==> src/rtl/fir_delay_line_ctrl.sv <==
// FIR delay-line controller.
// Writes each incoming sample into a circular BRAM buffer, then replays the newest N_TAPS
// samples, newest first, as a framed tap stream. Taps not yet filled since reset read as zero.
module fir_delay_line_ctrl #(
    parameter int unsigned DATA_SIZE = 16,
    parameter int unsigned ADDR_W    = 10,
    parameter int unsigned N_TAPS    = 64
) (
    input  logic                 clk_i,
    input  logic                 rst_ni,
    input  logic                 sample_valid_i,
    input  logic [DATA_SIZE-1:0] sample_i,
    output logic                 ready_o,
    output logic                 overrun_o,
    output logic                 bram_wvalid_o,
    output logic [ADDR_W-1:0]    bram_waddr_o,
    output logic [DATA_SIZE-1:0] bram_wdata_o,
    output logic [ADDR_W-1:0]    bram_raddr_o,
    input  logic [DATA_SIZE-1:0] bram_rdata_i,
    output logic                 tap_valid_o,
    output logic [DATA_SIZE-1:0] tap_data_o,
    output logic [ADDR_W-1:0]    tap_idx_o,
    output logic                 tap_first_o,
    output logic                 tap_last_o
);

    // Fill count must reach N_TAPS, which may equal the full buffer depth.
    localparam int unsigned FillW = ADDR_W + 1;
    localparam logic [FillW-1:0]  FillMax = FillW'(N_TAPS);
    localparam logic [ADDR_W-1:0] KLast   = ADDR_W'(N_TAPS - 1);

    typedef enum logic [1:0] {StIdle, StWrite, StRead, StDrain} state_e;

    state_e                state_q, state_d;
    logic [ADDR_W-1:0]     wr_ptr_q, wr_ptr_d;
    logic [FillW-1:0]      fill_q, fill_d;
    logic [ADDR_W-1:0]     k_q, k_d;
    logic                  drain_q, drain_d;
    logic [DATA_SIZE-1:0]  sample_q, sample_d;
    logic                  ready_q, ready_d;
    logic                  overrun_q, overrun_d;

    // Stage 1: tap metadata aligned with the BRAM read latency.
    logic                  s1_valid_q;
    logic                  s1_live_q;
    logic [ADDR_W-1:0]     s1_idx_q;
    logic                  s1_first_q;
    logic                  s1_last_q;

    // Stage 2: registered tap outputs.
    logic                  tap_valid_q;
    logic [DATA_SIZE-1:0]  tap_data_q;
    logic [ADDR_W-1:0]     tap_idx_q;
    logic                  tap_first_q;
    logic                  tap_last_q;

    logic                  accept;
    logic [ADDR_W-1:0]     rd_addr;

    // ready_q is low in IDLE only for the first cycle after reset, so a sample arriving on the
    // release edge is neither accepted nor reported as an overrun.
    assign accept = (state_q == StIdle) && ready_q && sample_valid_i;

    // wr_ptr has already advanced past the written slot by the time READ starts.
    assign rd_addr = wr_ptr_q - ADDR_W'(1) - k_q;

    // Next-state, pointer, counter and handshake logic.
    always_comb begin
        state_d   = state_q;
        wr_ptr_d  = wr_ptr_q;
        fill_d    = fill_q;
        k_d       = '0;
        drain_d   = 1'b0;
        sample_d  = sample_q;
        overrun_d = sample_valid_i && !ready_q && (state_q != StIdle);

        unique case (state_q)
            StIdle: begin
                if (accept) begin
                    sample_d = sample_i;
                    state_d  = StWrite;
                end
            end
            StWrite: begin
                wr_ptr_d = wr_ptr_q + ADDR_W'(1);
                if (fill_q != FillMax) begin
                    fill_d = fill_q + FillW'(1);
                end
                state_d = StRead;
            end
            StRead: begin
                if (k_q == KLast) begin
                    state_d = StDrain;
                end else begin
                    k_d = k_q + ADDR_W'(1);
                end
            end
            StDrain: begin
                drain_d = ~drain_q;
                if (drain_q) begin
                    state_d = StIdle;
                end
            end
            default: begin
                state_d = StIdle;
            end
        endcase

        ready_d = (state_d == StIdle);
    end

    // Control state registers.
    always_ff @(posedge clk_i) begin
        if (!rst_ni) begin
            state_q   <= StIdle;
            wr_ptr_q  <= '0;
            fill_q    <= '0;
            k_q       <= '0;
            drain_q   <= 1'b0;
            sample_q  <= '0;
            ready_q   <= 1'b0;
            overrun_q <= 1'b0;
        end else begin
            state_q   <= state_d;
            wr_ptr_q  <= wr_ptr_d;
            fill_q    <= fill_d;
            k_q       <= k_d;
            drain_q   <= drain_d;
            sample_q  <= sample_d;
            ready_q   <= ready_d;
            overrun_q <= overrun_d;
        end
    end

    // Tap metadata stage, one cycle behind the read address.
    always_ff @(posedge clk_i) begin
        if (!rst_ni) begin
            s1_valid_q <= 1'b0;
            s1_live_q  <= 1'b0;
            s1_idx_q   <= '0;
            s1_first_q <= 1'b0;
            s1_last_q  <= 1'b0;
        end else begin
            s1_valid_q <= (state_q == StRead);
            s1_live_q  <= ({1'b0, k_q} < fill_q);
            s1_idx_q   <= k_q;
            s1_first_q <= (k_q == '0);
            s1_last_q  <= (k_q == KLast);
        end
    end

    // Tap output stage; unfilled taps are masked to zero, idle cycles drive all zeros.
    always_ff @(posedge clk_i) begin
        if (!rst_ni) begin
            tap_valid_q <= 1'b0;
            tap_data_q  <= '0;
            tap_idx_q   <= '0;
            tap_first_q <= 1'b0;
            tap_last_q  <= 1'b0;
        end else begin
            tap_valid_q <= s1_valid_q;
            tap_data_q  <= (s1_valid_q && s1_live_q) ? bram_rdata_i : '0;
            tap_idx_q   <= s1_valid_q ? s1_idx_q : '0;
            tap_first_q <= s1_valid_q && s1_first_q;
            tap_last_q  <= s1_valid_q && s1_last_q;
        end
    end

    // BRAM ports and status outputs.
    always_comb begin
        bram_wvalid_o = (state_q == StWrite);
        bram_waddr_o  = (state_q == StWrite) ? wr_ptr_q : '0;
        bram_wdata_o  = (state_q == StWrite) ? sample_q : '0;
        bram_raddr_o  = (state_q == StRead) ? rd_addr : '0;
        ready_o       = ready_q;
        overrun_o     = overrun_q;
        tap_valid_o   = tap_valid_q;
        tap_data_o    = tap_data_q;
        tap_idx_o     = tap_idx_q;
        tap_first_o   = tap_first_q;
        tap_last_o    = tap_last_q;
    end

endmodule
==> config.mk <==
export PLATFORM = sky130hd
export DESIGN_NAME = fir_delay_line_ctrl
export DESIGN_NICKNAME = d
export VERILOG_FILES = /design/src/rtl/fir_delay_line_ctrl.sv
export SDC_FILE = /design/constraint.sdc
export NUM_CORES = 1
export LEC_CHECK = 0
export ABC_AREA = 1
export CAP_MARGIN = 25
export CORE_ASPECT_RATIO = 1.5
export CORE_MARGIN = 10
export CORE_UTILIZATION = 50
export DETAILED_ROUTE_END_ITERATION = 7
export PLACE_DENSITY = 0.8
export SLEW_MARGIN = 20
export SYNTH_ARGS = -nofsm -noshare
export SYNTH_HDL_FRONTEND = slang
export SYNTH_SLANG_ARGS = --single-unit
==> constraint.sdc <==
create_clock -name clk_i -period 2.2 [get_ports clk_i]
set_input_delay 0.44 -clock clk_i [delete_from_list [all_inputs] [get_ports clk_i]]
set_output_delay 0.44 -clock clk_i [all_outputs]
set_load 0.02 [all_outputs]
==> flow_summary.ini, run 1 <==
[timing]
clock_skew_ps = 7.20
hold_viol = 0
max_slew.worst_pin.slew_ps = 533
setup_viol = 7
rsz0062_at_grt = true
finalWorstSetupSlack_ps = -204
fin_crit_ps = 2400
drv_slew = 0
fmax_mhz = 416
relSlewSlack_pct = 64.4
holdWs_ps = 411
fin_crit_sh_pct = 109

[setup_path]
critPathRequiredTime_ps = 1760
cp_max_fo = 3
critPathLaunchType = flop
critPathKind = flop to primary output
cpMaxStageDelayCell = dfxtp_2
path_common_cell = inv_1
critPathArrivalTime_ps = 1960
crit_chain = inv_1 > ha_4 > inv_1 > o21bai_1 > a21oi_1 > nand3_2 > nand2_2 > nor2_2 > buf_6
cp_slowest_stage_delay_ps = 330
crit_path_end_kind = primary output

[synthesis]
synth.top_cell.area_share_pct = 42.2
synth_area_um2 = 4510
synthTopCellsByArea = dfxtp_1 42%, inv_1 10%, nand2_1 9.5%, nor2_1 8.4%, ha_1 6.4%
synth_mux_area_share_pct = 0
synth-main-ff-cell = dfxtp_1
synth_compound_area_share_pct = 10.9
syn_inst = 634
synth_seq_cells = 95
ys_seq_area_share_pct = 42.2
synth-simple-area-share_pct = 26.4
synth-edff-count = 0
async_flop_share_pct = 0
netlist_top_cells_count = 123 x inv_1, 114 x nand2_1, 101 x nor2_1, 95 x dfxtp_1, 46 x a21oi_1
yosysWarnings = 0
synthXorXnorAreaFrac_pct = 0.972
ys_types = 31
post_synth.cell_area_avg_um2 = 7.11
synth_largest_area_cell = dfxtp_1
synth_adder_area_share_pct = 6.83
synth_fp_nets = 693
synth_most_common_cell = inv_1
synth_top_family_by_area = simple AND/OR/NAND/NOR gates

[pwr]
p_int_mw = 2.87
pwr-share-comb_pct = 11.8
total_power_mw = 3.89
p_switching_mw = 1.02
p_per_area_nw_per_um2 = 587
switching_share_pct = 26.1
peakVddDrop_mv = 0.482
seqPwrFrac_pct = 45.9
p_leak_nw = 3.06
p_clk_share_pct = 42.3

[outcome]
violations = setup timing
status = finished, violations left

[floorplan]
dieWidth_um = 97.5
coreArea_um2 = 8830
fp.dieArea_um2 = 13300
num_io_pins = 103
die_y_um = 136
start_util_pct = 51.0
fp-row-count = 42

[global_routing]
grt_start_max_net_pins = 32
grt_pass1_wl_um = 23000
grt_overflow = 0
antenna_found_initial = 0
grt_pass1_vias = 4726
grt_usage_pct = 20.9

[route]
drtAntennaViolNets = 0
drc = 0
wl_per_cell_um = 16.9
routed_wirelength_um = 15300
vias = 4807
drtIter0Drc = 321
first_pass_iters = 7
drt-vias-per-instance = 5.31

[clock_network]
clkLatencyLatePin_ps = 350
cts_root_buffer = clkbuf_16
cts_buffer_depth = 2
cts_sinks = 95
cts_buffers = 9
htreeDepth = 3
tritoncts = done
clk_pin_slew_ps = 70

[placement]
dp_slack_ps = -413
dpl_cell_area_um2 = 5960
gp_congestion = 0.949
io_buffers = 102
place_inst = 880
dp_hpwl_um = 9720

[cells_and_area]
layout.cells.non_filler = 905
nFillCells = 588
area_growth_pct = 47.0
num_antenna_cells = 0
finalInstanceArea_um2 = 6620
drive_above_1_share_pct = 23.4
fin_nets = 849

[job]
maxCapViolCount = 0

[hold_path]
hold_class = flop to flop
## logic make-up after synthesis
group | count (synthesis)
flops | 95
simple gates | 277
xor+xnor | 5
fa+ha+maj | 24
compound gates | 90
buf+inv | 143
## state kept, by name, indices dropped and copies added, names as in the netlist, 2 cells and up
register,count
tap_data_o,16
k_q,10
state_q,2
s1_idx_q,10
wr_ptr_q,10
fill_q,11
sample_q,16
tap_idx_o,10
## placed cells by master, fill, tap and decap left out, types with 2 or more instances in the layout
cell / Yosys / layout
a21oi_1: 46 / 39
a21oi_2: 8 / 15
buf_4: 2 / 60
buf_6: 2 / 9
clkbuf_16: 0 / 9
clkdlybuf4s50_1: 0 / 68
clkinvlp_4: 0 / 2
dfxtp_1: 95 / 77
dfxtp_2: 0 / 18
dlygate4sd2_1: 0 / 21
dlymetal6s2s_1: 0 / 4
ha_1: 23 / 14
ha_4: 0 / 9
inv_1: 123 / 113
inv_2: 3 / 12
inv_8: 0 / 3
nand2_1: 114 / 105
nand2_2: 2 / 11
nand3_1: 27 / 17
nand3_2: 3 / 9
nand3_4: 0 / 4
nand4_1: 8 / 8
nor2_1: 101 / 96
nor2_2: 6 / 11
nor2_4: 2 / 2
nor3_1: 7 / 7
nor3_2: 3 / 3
nor4_1: 2 / 2
o21ai_0: 30 / 28
o21ai_2: 1 / 2
o21bai_1: 2 / 2
xor2_1: 5 / 5
## layer usage
layer | global-route usage (%) | up-vias | wire length (um)
met5 | 0 | - | 0
met4 | 11.9 | 0 | 834
met3 | 4.37 | 78 | 927
met2 | 38.9 | 239 | 7950
met1 | 21.1 | 2219 | 5540
li1 | - | 2271 | -
## path summary, 6_finish.rpt
path / start / endpoint / slack [ps] / depth (start not counted)
worst max-delay path: k_q[5]$_SDFF_PP0_ / bram_raddr_o[8] / -200 / 9
worst min register to register: s1_idx_q[8]$_SDFF_PN0_ / tap_idx_o[8]$_SDFF_PN0_ / 410 / 2
worst min-delay path: s1_idx_q[8]$_SDFF_PN0_ / tap_idx_o[8]$_SDFF_PN0_ / 410 / 2
worst max register to register: k_q[0]$_SDFF_PP0_ / ready_o$_SDFF_PN0_ / 330 / 10
## power by group through the flow
stage	Combinational [mW]	Sequential (mW)	Clock (mW)
final	0.458	1.79	1.64
after global routing	0.491	1.79	1.72
after CTS	0.422	1.78	1.64
after detailed placement	0.396	1.82	0
after global placement	0.383	1.82	0
after floorplan	0.206	1.83	0
## through the flow
step	util, %	TNS (ps)
after detailed placement	67.5	-2250
after global routing	75.0	-1390
after global placement	67.5	-2010
after CTS	73.5	-371
after floorplan	-	0
final	75.0	-823
## cell type report
type                    instances  area [um2]  area share (%)
clock buffers                   9         225            3.40
flip-flops and latches         95        1920            29.1
inverters                     126         475            7.18
multi-input cells             396        2310            34.8
clock inverters                 7        87.6            1.32
repair buffers                162        1470            22.1
well taps                     110         138            2.08
## critical path, delay by kind of cell, from the launching register on
family,cells,cell delay [ps]
compound gates,2,400
simple gates,3,310
buf+inv,3,270
fa+ha+maj,1,300
flops,1,330
## repair_timing
action	in CTS	in global routing
buffers inserted	4	7
resized for setup	122	36
hold buffers	0	0
cloned	0	0
setup endpoints to repair	30	13
pin swaps	13	16
No activity file was read; power rests on OpenSTA's default activity.
==> inputs of run 2 (changes only) <==
--- a/config.mk
+++ b/config.mk
@@ -8,11 +8,10 @@
 export ABC_AREA = 1
 export CAP_MARGIN = 25
 export CORE_ASPECT_RATIO = 1.5
-export CORE_MARGIN = 10
-export CORE_UTILIZATION = 50
+export CORE_UTILIZATION = 54
 export DETAILED_ROUTE_END_ITERATION = 7
-export PLACE_DENSITY = 0.8
-export SLEW_MARGIN = 20
+export PLACE_DENSITY = 0.85
+export SLEW_MARGIN = 5
 export SYNTH_ARGS = -nofsm -noshare
 export SYNTH_HDL_FRONTEND = slang
 export SYNTH_SLANG_ARGS = --single-unit
==> constraint.sdc (replaced) <==
create_clock -name clk_i -period 3.1 [get_ports clk_i]
set_input_delay 0.62 -clock clk_i [delete_from_list [all_inputs] [get_ports clk_i]]
set_output_delay 0.62 -clock clk_i [all_outputs]
set_load 0.02 [all_outputs]
==> flow_summary.ini, run 2 (same netlist as run 1, synthesis figures left out) <==
[timing]
tns_ps = 0
fin_crit_ps = 2940
rsz0062_at_grt = false
hold_viol = 0
setup_viol = 0
clock_skew_ps = 5.94
fmax_mhz = 340
fin_crit_sh_pct = 94.8
relSlewSlack_pct = 64.5
max_slew.worst_pin.slew_ps = 533
drv_slew = 0
finalWorstSetupSlack_ps = 160

[global_routing]
use_met2_pct = 49.4
grt_overflow = 0
use_met1_pct = 27.2
grt_usage_pct = 26.2
grt_busiest_layer = met2
antenna_found_initial = 0
grt_pass1_vias = 3974
grt_start_max_net_pins = 41
grt_pass1_wl_um = 17900
grt_use_met3_pct = 3.36

[cells_and_area]
final_common_cell = inv_1
final_cell_mix = 123 x inv_1, 114 x nand2_1, 101 x nor2_1
drive_above_1_share_pct = 6.89
area_growth_pct = 31.2
finalInstanceArea_um2 = 5910
fin_nets = 794
num_antenna_cells = 0
postLayoutCoreUtil_pct = 73.4

[hold_path]
hold_class = flop to flop
hold_end = tap_idx_o[6]$_SDFF_PN0_
min-delay-start = s1_idx_q[6]$_SDFF_PN0_
holdPathStages = 2

[floorplan]
start_util_pct = 55.9
coreArea_um2 = 8060
fp-row-count = 40
fp.dieArea_um2 = 8720
num_io_pins = 103
die_y_um = 114
dieWidth_um = 76.6

[setup_path]
crit_chain = inv_1 > ha_1 > fa_1 > nand3_1 > nand3_1 > a21oi_1 > nor2_1 > nor2_1 > dlygate4sd2_1
critPathLaunchType = flop
cp_max_fo = 4
rr_worst_depth = 9
cpMaxStageDelayCell = fa_1
reg2reg_to = ready_o$_SDFF_PN0_
reg2reg_from = k_q[0]$_SDFF_PP0_
critPathRequiredTime_ps = 2480
crit_path_end_kind = primary output
cp_slowest_stage_delay_ps = 410
reg2reg_slack_ps = 1390
critPathKind = flop to primary output
critPathArrivalTime_ps = 2320
cpLargestDelayFamily = adder cells
critPathBufInv = 2

[route]
routed_wirelength_um = 10800
first_pass_iters = 5
wl_per_cell_um = 12.8
drc = 0
drtIter0Drc = 149
vias = 4181
drt-vias-per-instance = 4.95
drtAntennaViolNets = 0

[clock_network]
tritoncts = done
clk_pin_slew_ps = 70
cts_sinks = 95
clkLatencyLatePin_ps = 350
cts_buffer_depth = 2
postCtsHoldBufs = 0
htreeDepth = 3
cts_root_buffer = clkbuf_16
cts_setup_buffers = 0
cts_buffers = 9

[placement]
dp_slack_ps = 256
gp_congestion = 0.886
dp_hpwl_um = 8140
dpl_cell_area_um2 = 5600
io_buffers = 102

[pwr]
switching_share_pct = 24.9
pwr-share-comb_pct = 9.3
p_int_mw = 2.00
p_leak_nw = 2.60
p_per_area_nw_per_um2 = 451
p_clk_share_pct = 43.2
peakVddDrop_mv = 0.286
total_power_mw = 2.67
p_switching_uw = 665
seqPwrFrac_pct = 47.5

[job]
maxCapViolCount = 0

[outcome]
status = finished clean
run 2: cell types whose count changed in the layout (fill, tap and decap cells not counted), moves of 9 or more:
cell	delta
inv_2	-9
ha_4	-9
clkdlybuf4s50_1	+27
dfxtp_1	+18
buf_4	-55
buf_6	-9
inv_1	+10
nand2_2	-9
nand2_1	+9
dlygate4sd2_1	-16
nand3_1	+10
dfxtp_2	-18
ha_1	+9
run 2: cell type report:
type                    count  area (um2)
inverters                 126         473
clock inverters             7        87.6
repair buffers            107        1060
multi-input cells         396        2040
fillers                   637        2150
well taps                 105         131
flip-flops and latches     95        1900
clock buffers               9         225
run 2: power by group through the flow:
| stage | sequential, mW | clock, mW | combinational, mW |
|---|---|---|---|
| after floorplan | 1.30 | 0 | 0.145 |
| after global placement | 1.29 | 0 | 0.244 |
| after detailed placement | 1.29 | 0 | 0.251 |
| after CTS | 1.27 | 1.17 | 0.251 |
| after global routing | 1.27 | 1.22 | 0.278 |
| final | 1.27 | 1.15 | 0.249 |
run 2: timing repair:
item / 4_1_cts / 5_1_grt
resized for setup: 5 / 2
endpoints found under the setup margin: 5 / 2
hold endpoints to repair: 0 / 0
run 2: worst max-delay path by stage:
stage | cells past startpoint | start | to
2_1_floorplan | 8 | k_q[0]$_SDFF_PP0_ | bram_raddr_o[6]
3_3_place_gp | 9 | k_q[0]$_SDFF_PP0_ | bram_raddr_o[6]
3_5_place_dp | 9 | k_q[0]$_SDFF_PP0_ | bram_raddr_o[6]
4_1_cts | 7 | k_q[0]$_SDFF_PP0_ | bram_raddr_o[4]
5_1_grt | 8 | k_q[4]$_SDFF_PP0_ | bram_raddr_o[7]
6_report | 9 | k_q[0]$_SDFF_PP0_ | bram_raddr_o[6]
run 2: tightest hold or removal path: cells and delay by family, from the launching register on:
family | cells | cell delay, ps
flops | 1 | 300
buf+inv | 1 | 40
simple gates | 1 | 30
run 2: per-stage QoR:
stage          instances  hold WS (ps)
6_report             845           408
5_1_grt              845           434
4_1_cts              845           410
3_5_place_dp         829           400
3_3_place_gp         829           400
2_1_floorplan        634           394
run 2: metal layers:
metal	vias up	wire length [um]
li1	2157	-
met1	1882	4110
met2	113	5870
met3	29	425
met4	0	423
met5	-	0
==> inputs of run 3 (changes only) <==
--- a/config.mk
+++ b/config.mk
@@ -8,9 +8,10 @@
 export ABC_AREA = 1
 export CAP_MARGIN = 25
 export CORE_ASPECT_RATIO = 1.5
+export CORE_MARGIN = 2
 export CORE_UTILIZATION = 54
 export DETAILED_ROUTE_END_ITERATION = 7
-export PLACE_DENSITY = 0.85
+export PLACE_DENSITY = 0.92
 export SLEW_MARGIN = 5
 export SYNTH_ARGS = -nofsm -noshare
 export SYNTH_HDL_FRONTEND = slang
==> flow_summary.ini, run 3 (same netlist as run 1, synthesis figures left out) <==
[setup_path]
crit_path_end_kind = primary output
critPathLaunchType = flop
cpMaxStageDelayCell = dfxtp_1
reg2reg_from = k_q[0]$_SDFF_PP0_
reg2reg_to = ready_o$_SDFF_PN0_
rr_worst_depth = 9
critPathBufInv = 2
path_common_cell = nor2_1
cp_max_fo = 6
crit_chain = inv_1 > ha_1 > nand2_1 > nand3_1 > a21oi_1 > nor2_1 > nor2_1 > dlygate4sd2_1
reg2reg_slack_ps = 1390
cp_slowest_stage_delay_ps = 430
critPathKind = flop to primary output
critPathArrivalTime_ps = 2310
critPathRequiredTime_ps = 2480
cpLargestDelayFamily = buffers and inverters

[placement]
io_buffers = 102
dpl_cell_area_um2 = 5590
dp_hpwl_um = 8190
gp_congestion = 0.936
dp_slack_ps = 254

[hold_path]
holdPathStages = 2
hold_class = flop to flop
hold_end = tap_idx_o[2]$_SDFF_PN0_
min-delay-start = s1_idx_q[2]$_SDFF_PN0_

[global_routing]
grt_pass1_vias = 4120
grt_overflow = 0
grt_pass1_wl_um = 18100
grt_usage_pct = 25.2
grt_start_max_net_pins = 41
antenna_found_initial = 0

[timing]
tns_ps = 0
fin_crit_sh_pct = 94.6
drv_slew = 0
fin_crit_ps = 2930
relSlewSlack_pct = 60.2
clock_skew_ps = 6.26
rsz0062_at_grt = false
fmax_mhz = 341
hold_viol = 0
setup_viol = 0
max_slew.worst_pin.slew_ps = 595
finalWorstSetupSlack_ps = 168

[floorplan]
fp-row-count = 40
dieWidth_um = 78.6
num_io_pins = 103
coreArea_um2 = 8060
fp.dieArea_um2 = 9110
die_y_um = 116
start_util_pct = 55.9

[route]
drtIter0Drc = 205
first_pass_iters = 5
drt-vias-per-instance = 5.07
vias = 4273
wl_per_cell_um = 13.3
routed_wirelength_um = 11200
drtAntennaViolNets = 0
drc = 0

[clock_network]
clkLatencyLatePin_ps = 340
cts_sinks = 95
cts_buffer_depth = 2
tritoncts = done
cts_setup_buffers = 0
htreeDepth = 3
postCtsHoldBufs = 0
clk_pin_slew_ps = 70
cts_root_buffer = clkbuf_16
cts_buffers = 9

[job]
maxCapViolCount = 0

[cells_and_area]
nFillCells = 599
finalInstanceArea_um2 = 5870
area_growth_pct = 30.4
final_cell_mix = 123 x inv_1, 114 x nand2_1, 101 x nor2_1
num_antenna_cells = 0
final_common_cell = inv_1
fin_nets = 792
drive_above_1_share_pct = 7.18

[pwr]
p_per_area_nw_per_um2 = 439
p_leak_nw = 2.57
peakVddDrop_mv = 0.344
total_power_mw = 2.58

[outcome]
status = finished clean
run 3: cell types whose count changed in the layout (fill, tap and decap cells not counted), sizes merged:
cell         change
dlygate4sd2      -2
clkinv           -1
buf              -2
bufinv           -1
inv              -3
clkinvlp         +3
clkbuf           +4
run 3: worst max path at each step:
stage	cells after the start	from	to	slack (ps)
global route	8	k_q[2]$_SDFF_PP0_	bram_raddr_o[5]	40
global placement	9	k_q[0]$_SDFF_PP0_	bram_raddr_o[6]	300
floorplan	8	k_q[0]$_SDFF_PP0_	bram_raddr_o[6]	660
CTS	7	k_q[0]$_SDFF_PP0_	bram_raddr_o[4]	4
finish	8	k_q[2]$_SDFF_PP0_	bram_raddr_o[5]	170
detailed placement	9	k_q[0]$_SDFF_PP0_	bram_raddr_o[6]	250
run 3: through the flow:
step,hold slack (ps),utilization [%],cells
2_1_floorplan,394,-,634
3_3_place_gp,399,69.3,827
3_5_place_dp,400,69.3,827
4_1_cts,413,72.9,843
5_1_grt,425,72.9,843
6_report,409,72.9,843
run 3: cell type report:
type	count	area (um2)	share of cell area (%)
repair buffers	105	1030	17.6
well taps	105	131	2.24
flip-flops and latches	95	1900	32.4
clock buffers	11	253	4.30
multi-input cells	396	2040	34.7
inverters	126	473	8.05
clock inverters	5	40.0	0.682
run 3: metal layers:
metal / share of wire [%] / routed length (um) / track usage [%] / up-vias
met2: 52 / 5830 / 47.6 / 155
met4: 4.0 / 447 / 13.7 / 0
met1: 38 / 4300 / 25.7 / 1927
li1: - / - / - / 2150
met3: 5.5 / 619 / 5.06 / 41
met5: 0 / 0 / 0 / -
run 3: what timing repair did:
| item | in CTS | in global routing |
|---|---|---|
| resized for setup | 5 | 8 |
| gates cloned | 0 | 0 |
| endpoints found under the setup margin | 5 | 4 |
run 3: worst reg2reg max path, stage by stage, from the launching register on:
cell and delay (ps):
dfxtp_1 340, buf_4 170, ha_1 200, nand3_1 150, nor2_1 140, nand2_1 140
nor2_1 210, nand2_1 110, nand2_1 90, nor3_2 40
run 3: where the power goes:
part	switching, mW	total [mW]	internal (mW)
sequential	0.0156	1.27	1.25
clock	0.472	1.06	0.591
combinational	0.146	0.251	0.106
total	0.633	2.58	1.95
